===== src/rtl/mips_pkg.sv =====
// rtl/mips_pkg.sv - shared types and opcodes for the multicycle MIPS controller
// Contents: aluop_t (ALU operation to the ALU decoder), state_t (controller states),
// ctrl_t (packed control word), opcode localparams OP_*.
package mips_pkg;

  typedef enum logic [2:0] {
    ALU_ADD   = 3'b000,
    ALU_SUB   = 3'b001,
    ALU_FUNCT = 3'b010,
    ALU_AND   = 3'b011,
    ALU_OR    = 3'b100
  } aluop_t;

  typedef enum logic [3:0] {
    S_FETCH  = 4'd0,
    S_DECODE = 4'd1,
    S_MEMADR = 4'd2,
    S_MEMRD  = 4'd3,
    S_MEMWB  = 4'd4,
    S_MEMWR  = 4'd5,
    S_EXEC   = 4'd6,
    S_ALUWB  = 4'd7,
    S_BRANCH = 4'd8,
    S_IMMEX  = 4'd9,
    S_IMMWB  = 4'd10,
    S_JUMP   = 4'd11
  } state_t;

  typedef struct packed {
    logic       mem_req;
    logic       mem_write;
    logic       iord;
    logic       ir_write;
    logic       pc_en;
    logic [1:0] pc_src;
    logic       alu_src_a;
    logic [1:0] alu_src_b;
    logic       imm_zext;
    aluop_t     aluop;
    logic       reg_dst;
    logic       mem_to_reg;
    logic       reg_write;
  } ctrl_t;

  localparam logic [5:0] OP_RTYPE = 6'b000000;
  localparam logic [5:0] OP_LW    = 6'b100011;
  localparam logic [5:0] OP_SW    = 6'b101011;
  localparam logic [5:0] OP_BEQ   = 6'b000100;
  localparam logic [5:0] OP_BNE   = 6'b000101;
  localparam logic [5:0] OP_ADDI  = 6'b001000;
  localparam logic [5:0] OP_ANDI  = 6'b001100;
  localparam logic [5:0] OP_ORI   = 6'b001101;
  localparam logic [5:0] OP_J     = 6'b000010;

endpackage


===== src/rtl/mc_ctrl_if.sv =====
// rtl/mc_ctrl_if.sv - controller <-> datapath/memory signal bundle
// Modport ctrl: controller side (inputs op, zero, mem_ready; drives all control outputs).
// Modport dp: datapath/memory side (the mirror image).
interface mc_ctrl_if;
  logic [5:0] op;
  logic       zero;
  logic       mem_ready;
  logic       mem_req;
  logic       mem_write;
  logic       iord;
  logic       ir_write;
  logic       pc_en;
  logic [1:0] pc_src;
  logic       alu_src_a;
  logic [1:0] alu_src_b;
  logic       imm_zext;
  logic [2:0] aluop;
  logic       reg_dst;
  logic       mem_to_reg;
  logic       reg_write;
  logic       illegal_op;

  modport ctrl (
    input  op, zero, mem_ready,
    output mem_req, mem_write, iord, ir_write, pc_en, pc_src, alu_src_a,
           alu_src_b, imm_zext, aluop, reg_dst, mem_to_reg, reg_write, illegal_op
  );

  modport dp (
    output op, zero, mem_ready,
    input  mem_req, mem_write, iord, ir_write, pc_en, pc_src, alu_src_a,
           alu_src_b, imm_zext, aluop, reg_dst, mem_to_reg, reg_write, illegal_op
  );
endinterface


===== src/rtl/mc_ctrl_outdec.sv =====
// rtl/mc_ctrl_outdec.sv - combinational state/op/zero/mem_ready to control word decode
// Inputs: state, op, zero, mem_ready. Output: ctrl (ctrl_t control word).
// Macro MC_CTRL_BNE_EN: branch pc_en uses ~zero when op is bne.
module mc_ctrl_outdec
  import mips_pkg::*;
(
  input  state_t     state,
  input  logic [5:0] op,
  input  logic       zero,
  input  logic       mem_ready,
  output ctrl_t      ctrl
);

  always_comb begin
    ctrl = '0;
    case (state)
      S_FETCH: begin
        ctrl.mem_req   = 1'b1;
        ctrl.alu_src_b = 2'b01;
        ctrl.ir_write  = mem_ready;
        ctrl.pc_en     = mem_ready;
      end
      S_DECODE: ctrl.alu_src_b = 2'b11;
      S_MEMADR: begin
        ctrl.alu_src_a = 1'b1;
        ctrl.alu_src_b = 2'b10;
      end
      S_MEMRD: begin
        ctrl.mem_req = 1'b1;
        ctrl.iord    = 1'b1;
      end
      S_MEMWB: begin
        ctrl.reg_write  = 1'b1;
        ctrl.mem_to_reg = 1'b1;
      end
      S_MEMWR: begin
        ctrl.mem_req   = 1'b1;
        ctrl.mem_write = 1'b1;
        ctrl.iord      = 1'b1;
      end
      S_EXEC: begin
        ctrl.alu_src_a = 1'b1;
        ctrl.aluop     = ALU_FUNCT;
      end
      S_ALUWB: begin
        ctrl.reg_write = 1'b1;
        ctrl.reg_dst   = 1'b1;
      end
      S_BRANCH: begin
        ctrl.alu_src_a = 1'b1;
        ctrl.aluop     = ALU_SUB;
        ctrl.pc_src    = 2'b01;
`ifdef MC_CTRL_BNE_EN
        ctrl.pc_en     = (op == OP_BNE) ? ~zero : zero;
`else
        ctrl.pc_en     = zero;
`endif
      end
      S_IMMEX: begin
        ctrl.alu_src_a = 1'b1;
        ctrl.alu_src_b = 2'b10;
        case (op)
          OP_ANDI: begin
            ctrl.aluop    = ALU_AND;
            ctrl.imm_zext = 1'b1;
          end
          OP_ORI: begin
            ctrl.aluop    = ALU_OR;
            ctrl.imm_zext = 1'b1;
          end
          default: ctrl.aluop = ALU_ADD;
        endcase
      end
      S_IMMWB: ctrl.reg_write = 1'b1;
      S_JUMP: begin
        ctrl.pc_src = 2'b10;
        ctrl.pc_en  = 1'b1;
      end
      default: ctrl = '0;
    endcase
  end

endmodule


===== src/rtl/mc_ctrl.sv =====
// rtl/mc_ctrl.sv - multicycle MIPS main controller (state register, next state, illegal_op)
// Ports: clk, rst_n (async active-low), bus (mc_ctrl_if.ctrl: op/zero/mem_ready in, controls out).
// Parameter RESET_STATE: state entered on reset (S_FETCH).
// Macro MC_CTRL_BNE_EN: accept bne (000101) as a branch; otherwise it is illegal.
module mc_ctrl
  import mips_pkg::*;
#(
  parameter logic [3:0] RESET_STATE = 4'd0
) (
  input  logic       clk,
  input  logic       rst_n,
  mc_ctrl_if.ctrl    bus
);

  state_t state;
  state_t state_nxt;
  logic   illegal_q;
  logic   illegal_nxt;
  ctrl_t  ctrl;

  always_comb begin
    state_nxt   = S_FETCH;
    illegal_nxt = 1'b0;
    case (state)
      S_FETCH:  state_nxt = bus.mem_ready ? S_DECODE : S_FETCH;
      S_DECODE: begin
        case (bus.op)
          OP_LW, OP_SW:              state_nxt = S_MEMADR;
          OP_RTYPE:                  state_nxt = S_EXEC;
          OP_BEQ:                    state_nxt = S_BRANCH;
`ifdef MC_CTRL_BNE_EN
          OP_BNE:                    state_nxt = S_BRANCH;
`endif
          OP_ADDI, OP_ANDI, OP_ORI:  state_nxt = S_IMMEX;
          OP_J:                      state_nxt = S_JUMP;
          default:                   illegal_nxt = 1'b1;
        endcase
      end
      S_MEMADR: state_nxt = (bus.op == OP_LW) ? S_MEMRD : S_MEMWR;
      S_MEMRD:  state_nxt = bus.mem_ready ? S_MEMWB : S_MEMRD;
      S_MEMWR:  state_nxt = bus.mem_ready ? S_FETCH : S_MEMWR;
      S_EXEC:   state_nxt = S_ALUWB;
      S_IMMEX:  state_nxt = S_IMMWB;
      default:  state_nxt = S_FETCH;
    endcase
  end

  always_ff @(posedge clk or negedge rst_n) begin
    if (!rst_n) begin
      state     <= state_t'(RESET_STATE);
      illegal_q <= 1'b0;
    end else begin
      state     <= state_nxt;
      illegal_q <= illegal_nxt;
    end
  end

  mc_ctrl_outdec u_outdec (
    .state     (state),
    .op        (bus.op),
    .zero      (bus.zero),
    .mem_ready (bus.mem_ready),
    .ctrl      (ctrl)
  );

  assign bus.mem_req    = ctrl.mem_req;
  assign bus.mem_write  = ctrl.mem_write;
  assign bus.iord       = ctrl.iord;
  assign bus.ir_write   = ctrl.ir_write;
  assign bus.pc_en      = ctrl.pc_en;
  assign bus.pc_src     = ctrl.pc_src;
  assign bus.alu_src_a  = ctrl.alu_src_a;
  assign bus.alu_src_b  = ctrl.alu_src_b;
  assign bus.imm_zext   = ctrl.imm_zext;
  assign bus.aluop      = ctrl.aluop;
  assign bus.reg_dst    = ctrl.reg_dst;
  assign bus.mem_to_reg = ctrl.mem_to_reg;
  assign bus.reg_write  = ctrl.reg_write;
  assign bus.illegal_op = illegal_q;

endmodule


===== src/flat_wrapper.sv =====
// flat-port wrapper written by rule: the top's interface ports become plain ports
module mc_ctrl_flat import mips_pkg::*;
#(
  parameter logic [3:0] RESET_STATE = 4'd0
)
  (clk, rst_n, bus_op, bus_zero, bus_mem_ready, bus_mem_req, bus_mem_write, bus_iord, bus_ir_write, bus_pc_en, bus_pc_src, bus_alu_src_a, bus_alu_src_b, bus_imm_zext, bus_aluop, bus_reg_dst, bus_mem_to_reg, bus_reg_write, bus_illegal_op);
  mc_ctrl_if bus_i ();
  input  logic clk;
  input  logic rst_n;
  input wire logic [$bits(bus_i.op)-1:0] bus_op;
  input wire logic [$bits(bus_i.zero)-1:0] bus_zero;
  input wire logic [$bits(bus_i.mem_ready)-1:0] bus_mem_ready;
  output wire logic [$bits(bus_i.mem_req)-1:0] bus_mem_req;
  output wire logic [$bits(bus_i.mem_write)-1:0] bus_mem_write;
  output wire logic [$bits(bus_i.iord)-1:0] bus_iord;
  output wire logic [$bits(bus_i.ir_write)-1:0] bus_ir_write;
  output wire logic [$bits(bus_i.pc_en)-1:0] bus_pc_en;
  output wire logic [$bits(bus_i.pc_src)-1:0] bus_pc_src;
  output wire logic [$bits(bus_i.alu_src_a)-1:0] bus_alu_src_a;
  output wire logic [$bits(bus_i.alu_src_b)-1:0] bus_alu_src_b;
  output wire logic [$bits(bus_i.imm_zext)-1:0] bus_imm_zext;
  output wire logic [$bits(bus_i.aluop)-1:0] bus_aluop;
  output wire logic [$bits(bus_i.reg_dst)-1:0] bus_reg_dst;
  output wire logic [$bits(bus_i.mem_to_reg)-1:0] bus_mem_to_reg;
  output wire logic [$bits(bus_i.reg_write)-1:0] bus_reg_write;
  output wire logic [$bits(bus_i.illegal_op)-1:0] bus_illegal_op;
  assign bus_i.op = bus_op;
  assign bus_i.zero = bus_zero;
  assign bus_i.mem_ready = bus_mem_ready;
  assign bus_mem_req = bus_i.mem_req;
  assign bus_mem_write = bus_i.mem_write;
  assign bus_iord = bus_i.iord;
  assign bus_ir_write = bus_i.ir_write;
  assign bus_pc_en = bus_i.pc_en;
  assign bus_pc_src = bus_i.pc_src;
  assign bus_alu_src_a = bus_i.alu_src_a;
  assign bus_alu_src_b = bus_i.alu_src_b;
  assign bus_imm_zext = bus_i.imm_zext;
  assign bus_aluop = bus_i.aluop;
  assign bus_reg_dst = bus_i.reg_dst;
  assign bus_mem_to_reg = bus_i.mem_to_reg;
  assign bus_reg_write = bus_i.reg_write;
  assign bus_illegal_op = bus_i.illegal_op;
  mc_ctrl #(.RESET_STATE(RESET_STATE)) u_core (.clk(clk), .rst_n(rst_n), .bus(bus_i));
endmodule

===== config.mk =====
export PLATFORM = sky130hd
export DESIGN_NAME = mc_ctrl_flat
export DESIGN_NICKNAME = d
export VERILOG_FILES = /design/src/rtl/mips_pkg.sv /design/src/rtl/mc_ctrl_if.sv /design/src/rtl/mc_ctrl_outdec.sv /design/src/rtl/mc_ctrl.sv /design/src/flat_wrapper.sv
export SDC_FILE = /design/constraint.sdc
export NUM_CORES = 1
export LEC_CHECK = 0
export ABC_AREA = 1
export BUFFER_PORTS_ARGS = -buffer_cell sky130_fd_sc_hd__buf_4
export CAP_MARGIN = 15
export CORE_AREA = 4 4 41 43
export DETAILED_ROUTE_END_ITERATION = 8
export DIE_AREA = 0 0 45 47
export PLACE_DENSITY = 0.71
export SYNTH_ARGS = -nofsm -noshare
export SYNTH_HDL_FRONTEND = slang
export SYNTH_SLANG_ARGS = --single-unit

===== constraint.sdc =====
create_clock -name clk -period 1.7 [get_ports clk]
set_input_delay 0.34 -clock clk [delete_from_list [all_inputs] [get_ports clk]]
set_output_delay 0.34 -clock clk [all_outputs]
set_load 0.02 [all_outputs]

==> qor.csv, run 1 <==
stage,metric,value,unit
route,Detail Route Antenna Nets,0,
synthesis,cell type with the highest aggregate area in the netlist,dfrtp_1,
timing,fin crit share,0.9730,
clock_network,clock-pin slew on the worst setup and hold paths,40,ps
worst_setup_path,Critical Path RT,1360,ps
synthesis,mean area per synthesized cell,5.552,um^2
synthesis,number of storage elements in the synthesis netlist,5,
timing,Layout Skew,4.495,ps
synthesis,post-synthesis cell type count,15,
route,drt initial violations,16,
floorplan,ports placed on the boundary,28,
layout,final-stage net count,140,
min_path,worst hold path stage count,3,
route,routed wire length,1511,um
synthesis,share of the yosys chip area belonging to registers,0.2347,
layout,final instance count without filler cells,144,
timing,final count of hold timing violations,0,
global_routing,global router's overall resource usage,0.1537,
clock_network,clock tree from TritonCTS,built,
placed_design,dpl hpwl,1237,um
worst_setup_path,destination of the worst register-to-register timing path,u_core.state[0],
placed_design,RD Place Congestion,0.8283,
min_path,hold worst-path end,u_core.state[2],
clock_network,clock root buffer,clkbuf_4,
min_path,HP Class,in -> reg,
clock_network,Clock Sinks,5,
layout,synth-to-layout area growth,58.45,%
clock_network,clock latency reported for the late side of the worst-skew pair,240,ps
synthesis,main combinational cell family by area after synthesis,simple AND/OR/NAND/NOR gates,
power_and_ir_drop,IR Drop Worst-Case VDD,0.0006543,V
worst_setup_path,r2r worst-path depth,7,
layout,"commonest cells after routing, fill and taps aside","buf_4 (28), nand2_1 (19), inv_1 (15), nor2_1 (13), nand3_1 (12)",
synthesis,most area-consuming cells after synthesis,"dfrtp_1 (23%), nand2_1 (15%), nor2_1 (13%), inv_1 (13%), nand3_1 (11%)",
power_and_ir_drop,leak pwr,0.5070,nW
placed_design,Inst Count DP,138,
placed_design,input/output buffers,27,
synthesis,area share of the largest cell type after synthesis,0.2347,
worst_setup_path,startpoint of the lowest-slack register-to-register path,u_core.state[2],
global_routing,initial antenna violation count,0,
route,mean routed wirelength per cell,10.49,um
route,post-detailed-route DRC marker count,0,
layout,most common library cell in the layout ignoring fill and taps,buf_4,
floorplan,horizontal die dimension,45,um
clock_network,Clock Tree Buf Depth,2,
worst_setup_path,R2R Setup Slk,430,ps
clock_network,H-Tree Depth,1,
synthesis,number of warnings issued by yosys,0,
power_and_ir_drop,power per cell area,1120,nW/um^2
timing,Worst slew margin,0.8190,
layout,Antenna Diode Count,0,
floorplan,area of the die,2115,um^2
min_path,hold path start,bus_op[3],
run_status,outcome,"complete, no violations",
synthesis,multiplexer share of the synthesized area,0,
synthesis,complex-gate fraction of the synthesized area,0.08216,
timing,transition time at the pin with the least slew margin,270.5,ps
worst_setup_path,Worst EP arrival,1310,ps
global_routing,first-pass GRT wire length,2408,um
job,maxcap violations,0,
route,total via count after detailed routing,726,
floorplan,number of cell rows,13,
clock_network,CTS Buf Count,3,
synthesis,"post-synthesis share of cell area spent on full adders, half adders and majority gates",0,
timing,achievable frequency,604.6,MHz
floorplan,core box area,1301,um^2
worst_setup_path,crit path capture type,output pin,
global_routing,remaining global-route overflow,0,
synthesis,post-synthesis cell area,533.0,um^2
worst_setup_path,CP startpoint kind,flip-flop,
worst_setup_path,kind of critical path,reg -> out,
timing,Finish-stage setup viols,0,
global_routing,via count of the first global-routing pass,619,
worst_setup_path,maximum fanout along the worst path,8,
timing,unrepaired setup endpoints after global routing,yes,
floorplan,vertical extent of the die,47,um
synthesis,gate count after technology mapping,96,
layout,area of all placed cells without fillers,844.6,um^2
timing,number of pins with negative max-slew slack in the final report,0,
placed_design,post-detailed-placement cell area,754.5,um^2
synthesis,simple-gate share of the synthesized area,0.5469,
layout,ratio of cells with drive above 1 in the final layout,0.4031,
floorplan,Initial Util,0.4096,
timing,min cycle time layout,1654,ps
route,drt pass-1 iters,4,
synthesis,synthesized-area fraction occupied by xor and xnor cells,0,
global_routing,pin count of the biggest net entering global routing,9,
route,Via-to-Cell Ratio,5.042,
synthesis,Post-Syn Nets,106,
## metal layers
layer	routed length, um	up-vias	share of wire	track usage
met2	818	28	0.54	0.2627
met1	565	329	0.37	0.1812
met3	127	0	0.084	0.02682
met4	0	0	0	0.08772
li1	-	369	-	-
met5	0	-	0	0
## final cells by class
cell class	instances	area, um^2
Fill cell	128	456.7
Multi-Input combinational cell	72	380.4
Timing Repair Buffer	29	220.2
Sequential cell	5	126.4
Inverter	19	72.57
Clock buffer	4	26.28
Tap cell	15	18.77
## registers in the layout (all words and copies together) (netlist names)
name,flops
u_core.state,4
u_core.bus.illegal_op,1
## how the worst max path moves through the flow
stage | startpoint | end | slack [ps] | cells past startpoint
global route | u_core.state[2] | bus_aluop[2] | -60 | 6
global placement | bus_op[5] | bus_aluop[2] | 190 | 5
floorplan | u_core.state[0] | bus_aluop[0] | 100 | 5
CTS | u_core.state[2] | bus_aluop[2] | -10 | 6
finish | u_core.state[2] | bus_aluop[2] | 50 | 6
detailed placement | bus_op[5] | bus_aluop[2] | 190 | 5
## power by group
| group | internal [mW] | switching (mW) |
|---|---|---|
| clock | 0.0886 | 0.0466 |
| sequential | 0.151 | 0.0326 |
| combinational | 0.243 | 0.384 |
## Yosys cell counts
cell type,instances
a21oi_1,1
o21ai_0,6
clkinv_2,1
inv_1,18
nor2_1,19
nor2_2,3
nand3_1,12
nand2_2,2
nor2_4,1
nor3_1,2
nor3_2,1
nand4_1,3
dfrtp_1,5
nand2_1,21
a211o_1,1
## cells by family after synthesis
group / after synthesis
flops: 5
simple gates: 64
compound gates: 8
buf+inv: 19
## timing repair
action | 4_1_cts | 5_1_grt
gates resized for setup | 1 | 18
setup buffers | 0 | 1
setup endpoints to repair | 2 | 11
hold buffers | 1 | 0
pin swaps | 0 | 1
endpoints found under the hold margin | 5 | 0
## critical path: stages, from the launching register on
cell and delay (ps):
dfrtp_1 410, inv_2 90, nand2_2 90, inv_2 90
nand2_4 80, nor3_2 150, buf_4 160
## stage by stage
| step | setup WS (ps) | TNS [ps] | hold WS [ps] | power, mW | utilization |
|---|---|---|---|---|---|
| finish | 45.93 | 0 | 402.6 | 0.9455 | 0.6490 |
| global route | -63.18 | -241.6 | 438.2 | 1.014 | 0.6490 |
| CTS | -9.792 | -13.59 | 393.5 | 0.8907 | 0.6096 |
| detailed placement | 186.8 | 0 | 143.6 | 0.7462 | 0.5798 |
| global placement | 192.4 | 0 | 140.6 | 0.7385 | 0.5798 |
| floorplan | 96.06 | 0 | 44.41 | 0.5228 | - |
Power figures use the tool's default switching activity.
==> inputs of run 2 (changes only) <==
Settings changed: CORE_AREA 4 4 41 43 to 2 2 39 41, DIE_AREA 0 0 45 47 to 0 0 41 43.
==> qor.csv, run 2 (same netlist as run 1, synthesis figures left out) <==
stage,metric,value,unit,change
clock_network,clock latency reported for the late side of the worst-skew pair,250,ps,about the same
global_routing,first-pass GRT wire length,2242,um,-6.9%
timing,Layout Skew,10.14,ps,+5.648 ps
placed_design,Inst Count DP,139,,+0.72%
route,Detail Route Antenna Nets,0,,unchanged
worst_setup_path,ordered cell list for the critical path,nor2_4 -> inv_2 -> nor2_2 -> a211o_1 -> buf_4,,
route,drt initial violations,6,,-10
route,mean routed wirelength per cell,10.65,um,+1.5%
layout,Biggest register,u_core.state,,
clock_network,H-Tree Depth,1,,unchanged
worst_setup_path,Critical Path Slowest Stage Cell,dfrtp_2,,
clock_network,clock-pin slew on the worst setup and hold paths,50,ps,about the same
global_routing,global router's overall resource usage,0.1891,,+0.03536
power_and_ir_drop,IR Drop Worst-Case VDD,0.0005274,V,-19%
timing,number of pins with negative max-slew slack in the final report,0,,unchanged
layout,ratio of cells with drive above 1 in the final layout,0.4580,,+0.05491
global_routing,pin count of the biggest net entering global routing,9,,unchanged
layout,Largest register FFs,4,,unchanged
floorplan,number of cell rows,14,,+1
timing,worst hold slack,413.3,ps,+10.64 ps
timing,min cycle time layout,1665,ps,+10.57 ps
clock_network,clock root buffer,clkbuf_4,,
floorplan,Initial Util,0.3852,,-0.02444
floorplan,ports placed on the boundary,28,,unchanged
timing,sum of negative setup slack,0,ps,unchanged
worst_setup_path,CP startpoint kind,flip-flop,,
power_and_ir_drop,leak pwr,0.5154,nW,+1.7%
power_and_ir_drop,switching share of power,0.4807,,-0.009020
layout,synth-to-layout area growth,64.32,%,
worst_setup_path,maximum fanout along the worst path,4,,-4
worst_setup_path,R2R Setup Slk,420,ps,about the same
route,Via-to-Cell Ratio,4.898,,-2.9%
route,post-detailed-route DRC marker count,0,,unchanged
floorplan,area of the die,1763,um^2,-17%
worst_setup_path,Max stage delay on crit path,440,ps,+30 ps
power_and_ir_drop,Comb pwr share,0.670,,+0.007
floorplan,horizontal die dimension,41,um,-8.9%
worst_setup_path,Critical Path RT,1360,ps,about the same
timing,fin crit share,0.9792,,+0.006220
power_and_ir_drop,Flop pwr share,0.191,,-0.003
layout,final instance count without filler cells,147,,+2.1%
route,total via count after detailed routing,720,,-0.83%
worst_setup_path,crit path capture type,output pin,,
floorplan,vertical extent of the die,43,um,-8.5%
global_routing,via count of the first global-routing pass,580,,-6.3%
min_path,HP Class,in -> reg,,
run_status,outcome,"complete, no violations",,
route,drt pass-1 iters,3,,-1
placed_design,dpl hpwl,1175,um,-4.9%
floorplan,core box area,1384,um^2,+6.3%
placed_design,RD Place Congestion,0.7985,,-3.6%
route,routed wire length,1566,um,+3.6%
layout,Antenna Diode Count,0,,unchanged
global_routing,remaining global-route overflow,0,,unchanged
power_and_ir_drop,Internal Pwr Total,0.5263,mW,+9.1%
timing,unrepaired setup endpoints after global routing,yes,,
job,maxcap violations,0,,unchanged
layout,most common library cell in the layout ignoring fill and taps,buf_4,,
worst_setup_path,kind of critical path,reg -> out,,
timing,final count of hold timing violations,0,,unchanged
clock_network,Clock Sinks,5,,unchanged
timing,Worst slew margin,0.8284,,+0.009426
layout,final-stage net count,142,,+1.4%
timing,Finish-stage setup viols,0,,unchanged
placed_design,post-detailed-placement cell area,755.7,um^2,+0.17%
worst_setup_path,r2r worst-path depth,6,,-1
layout,area of all placed cells without fillers,875.8,um^2,+3.7%
timing,min setup slack post-route,35.36,ps,-10.57 ps
clock_network,Clock Tree Buf Depth,2,,unchanged
power_and_ir_drop,Final Power,1.014,mW,+7.2%
placed_design,input/output buffers,27,,unchanged
layout,"commonest cells after routing, fill and taps aside","buf_4 (29), nand2_1 (19), nor2_1 (13), inv_1 (12), nand3_1 (12)",,
clock_network,clock tree from TritonCTS,built,,
timing,transition time at the pin with the least slew margin,256.5,ps,-14.09 ps
power_and_ir_drop,Clock Power Share,0.139,,-0.004
worst_setup_path,Worst EP arrival,1320,ps,about the same
global_routing,initial antenna violation count,0,,unchanged
placed_design,pre-CTS worst setup slack,219.3,ps,+32.49 ps
clock_network,CTS Buf Count,3,,unchanged
power_and_ir_drop,P_sw,0.4872,mW,+5.2%
min_path,worst hold path stage count,3,,unchanged
timing,achievable frequency,600.7,MHz,-0.64%
power_and_ir_drop,power per cell area,1157,nW/um^2,+3.4%
layout,utilization after layout,0.6329,,-0.01613
run 2: power by group through the flow:
stage	clock, mW	combinational [mW]	sequential [mW]
global placement	0	0.564	0.172
global route	0.152	0.736	0.199
finish	0.141	0.679	0.194
CTS	0.142	0.577	0.173
floorplan	0	0.340	0.183
detailed placement	0	0.567	0.174
run 2: layout make-up:
class,instances,area (um^2)
Sequential cell,5,128.9
Tap cell,16,20.02
Timing Repair Buffer,31,239.0
Clock buffer,4,26.28
Multi-Input combinational cell,72,389.1
Inverter,19,72.57
Fill cell,144,508.0
run 2: timing repair:
item / 4_1_cts / 5_1_grt
setup buffers: 0 / 3
gates resized for setup: 2 / 25
gates cloned: 0 / 0
pin swaps: 0 / 5
hold buffers: 1 / 0
setup endpoints to repair: 3 / 8
hold endpoints to repair: 5 / 0
run 2: routing by layer:
layer | track usage | share of wire | vias up
li1 | - | - | 373
met1 | 0.2007 | 0.38 | 322
met2 | 0.3281 | 0.56 | 23
met3 | 0.03141 | 0.056 | 2
met4 | 0.1000 | 0.012 | 0
met5 | 0 | 0 | -
run 2: worst max-delay path, delay by kind of cell (launching register included):
family                 cells  cell delay [ps]
flip-flops                 1              440
AND/OR/NAND/NOR            2              310
buffers and inverters      2              190
AO/OA/AOI/OAI              1              140
run 2: final timing paths:
| check | startpoint | to |
|---|---|---|
| worst max-delay path | u_core.state[1] | bus_pc_en |
| worst min register to register | u_core.state[1] | u_core.state[3] |
| worst min-delay path | bus_op[3] | u_core.state[2] |
| min in group asynchronous | rst_n | u_core.state[2] |
| worst max register to register | u_core.state[1] | u_core.state[0] |
| max in group asynchronous | rst_n | u_core.state[1] |
==> inputs of run 3 (changes only) <==
Settings changed: CORE_AREA 2 2 39 41 to not set, CORE_ASPECT_RATIO set to 1.1, CORE_MARGIN set to 2, CORE_UTILIZATION set to 30, DIE_AREA 0 0 41 43 to not set, MAX_ROUTING_LAYER set to met4, PLACE_DENSITY 0.71 to 0.56.
==> qor.csv, run 3 (same netlist as run 1, synthesis figures left out) <==
stage,metric,value,unit,change
run_status,outcome,"complete, no violations",,
power_and_ir_drop,IR Drop Worst-Case VDD,0.0004793,V,-9.1%
timing,final count of hold timing violations,0,,unchanged
worst_setup_path,Worst EP arrival,1310,ps,about the same
global_routing,remaining global-route overflow,0,,unchanged
placed_design,Inst Count DP,140,,+0.72%
worst_setup_path,CP startpoint kind,flip-flop,,
floorplan,area of the die,2130,um^2,+21%
layout,Largest register FFs,4,,unchanged
worst_setup_path,startpoint of the lowest-slack register-to-register path,u_core.state[0],,
worst_setup_path,Critical Path RT,1360,ps,about the same
layout,area of all placed cells without fillers,874.6,um^2,-0.14%
timing,min cycle time layout,1649,ps,-15.98 ps
floorplan,vertical extent of the die,48.21,um,+12%
timing,Layout Skew,3.489,ps,-6.655 ps
route,post-detailed-route DRC marker count,0,,unchanged
worst_setup_path,r2r worst-path depth,6,,unchanged
placed_design,input/output buffers,27,,unchanged
timing,unrepaired setup endpoints after global routing,yes,,
placed_design,dpl hpwl,1290,um,+9.7%
route,Via-to-Cell Ratio,4.828,,-1.4%
min_path,hold path start,bus_op[3],,
timing,Worst slew margin,0.8221,,-0.006349
worst_setup_path,kind of critical path,reg -> out,,
floorplan,Initial Util,0.3302,,-0.05494
route,drt pass-1 iters,4,,+1
layout,synth-to-layout area growth,64.08,%,
layout,Biggest register,u_core.state,,
global_routing,pin count of the biggest net entering global routing,9,,unchanged
global_routing,global router's overall resource usage,0.1576,,-0.03144
clock_network,clock root buffer,clkbuf_4,,
clock_network,H-Tree Depth,1,,unchanged
layout,final instance count without filler cells,145,,-1.4%
worst_setup_path,destination of the worst register-to-register timing path,u_core.state[0],,
route,drt initial violations,13,,+7
global_routing,first-pass GRT wire length,2421,um,+8.0%
job,maxcap violations,0,,unchanged
placed_design,RD Place Congestion,0.8576,,+7.4%
clock_network,Clock Tree Buf Depth,2,,unchanged
route,mean routed wirelength per cell,10.76,um,+0.99%
min_path,HP Class,in -> reg,,
layout,final-stage net count,139,,-2.1%
clock_network,Clock Sinks,5,,unchanged
worst_setup_path,maximum fanout along the worst path,8,,+4
route,total via count after detailed routing,700,,-2.8%
layout,register cell area after layout,128.9,um^2,unchanged
layout,total area of multi-input combinational cells,410.4,um^2,+5.5%
timing,fin crit share,0.9698,,-0.009400
layout,most common library cell in the layout ignoring fill and taps,buf_4,,
worst_setup_path,Worst setup endpoint,bus_aluop[2],,
power_and_ir_drop,power per cell area,1130,nW/um^2,-2.4%
timing,transition time at the pin with the least slew margin,265.9,ps,+9.489 ps
floorplan,ports placed on the boundary,28,,unchanged
power_and_ir_drop,leak pwr,0.5029,nW,-2.4%
clock_network,clock tree from TritonCTS,built,,
global_routing,via count of the first global-routing pass,621,,+7.1%
worst_setup_path,R2R Setup Slk,530,ps,+110 ps
global_routing,initial antenna violation count,0,,unchanged
clock_network,clock latency reported for the late side of the worst-skew pair,240,ps,about the same
layout,Antenna Diode Count,0,,unchanged
placed_design,post-detailed-placement cell area,757.0,um^2,+0.17%
clock_network,setup repair bufs after CTS,0,,unchanged
layout,ratio of cells with drive above 1 in the final layout,0.4453,,-0.01270
timing,worst hold slack,409.4,ps,-3.903 ps
clock_network,CTS Buf Count,3,,unchanged
route,routed wire length,1560,um,-0.38%
floorplan,core box area,1614,um^2,+17%
clock_network,clock-pin slew on the worst setup and hold paths,40,ps,about the same
layout,"commonest cells after routing, fill and taps aside","buf_4 (27), nand2_1 (17), inv_1 (13), nor2_1 (13), nand3_1 (12)",,
timing,achievable frequency,606.6,MHz,+0.97%
timing,Finish-stage setup viols,0,,unchanged
route,Detail Route Antenna Nets,0,,unchanged
worst_setup_path,Critical Path Source,u_core.state[2],,
worst_setup_path,crit path capture type,output pin,,
floorplan,horizontal die dimension,44.19,um,+7.8%
timing,number of pins with negative max-slew slack in the final report,0,,unchanged
layout,fillcell total,170,,+18%
floorplan,number of cell rows,15,,+1
## run 3: cell count changes in the layout (fill, tap and decap cells not counted), moves of 2 or more
cell	before	now
buf_4	29	27
inv_2	6	4
nand2_1	19	17
nor2_2	5	2
nor2_4	5	8
o21ai_1	1	3
## run 3: area by class of cell
type | count | share of cell area
multi-input combinational | 72 | 0.4692
tap | 17 | 0.02432
timing repair buffer | 28 | 0.2432
sequential | 5 | 0.1474
clock buffer | 4 | 0.03004
inverter | 19 | 0.08584
## run 3: worst min-delay path by stage
| stage | to | slack, ps | cells after the start |
|---|---|---|---|
| finish | u_core.state[2] | 410 | 3 |
| global route | u_core.state[2] | 430 | 3 |
| CTS | u_core.state[2] | 400 | 3 |
| detailed placement | u_core.state[1] | 140 | 1 |
| global placement | u_core.state[1] | 140 | 1 |
| floorplan | u_core.bus.illegal_op | 40 | 0 |
## run 3: critical path, stage by stage (launching register included)
cell,delay (ps)
dfrtp_1,400
inv_2,120
nand2_4,80
inv_4,70
nand2_4,80
nor3_2,160
buf_4,160
## run 3: timing repair
item / in CTS / in global routing
gates resized for setup: 4 / 28
pin swaps: 0 / 3
hold buffers: 1 / 0
endpoints found under the hold margin: 5 / 0
setup endpoints to repair: 4 / 11
## run 3: power by group
part	internal (mW)	switching, mW
Combinational	0.252	0.409
Clock	0.0885	0.0442
Sequential	0.154	0.0401
Total	0.495	0.493
## run 3: per-layer routing
metal	vias up	track usage	wire length, um
met5	-	-	0
met3	0	0	89
met1	307	0.1648	554
met4	0	0.05455	0
li1	366	-	-
met2	27	0.3235	916
## run 3: per-stage QoR
stage | utilization | total power, mW | setup slack [ps] | setup TNS [ps]
CTS | 0.5008 | 0.9039 | -18.70 | -22.12
detailed placement | 0.4690 | 0.7493 | 189.9 | 0
floorplan | - | 0.5228 | 96.06 | 0
global route | 0.5419 | 1.068 | -17.19 | -44.38
global placement | 0.4690 | 0.7468 | 197.4 | 0
finish | 0.5419 | 0.9881 | 51.34 | 0
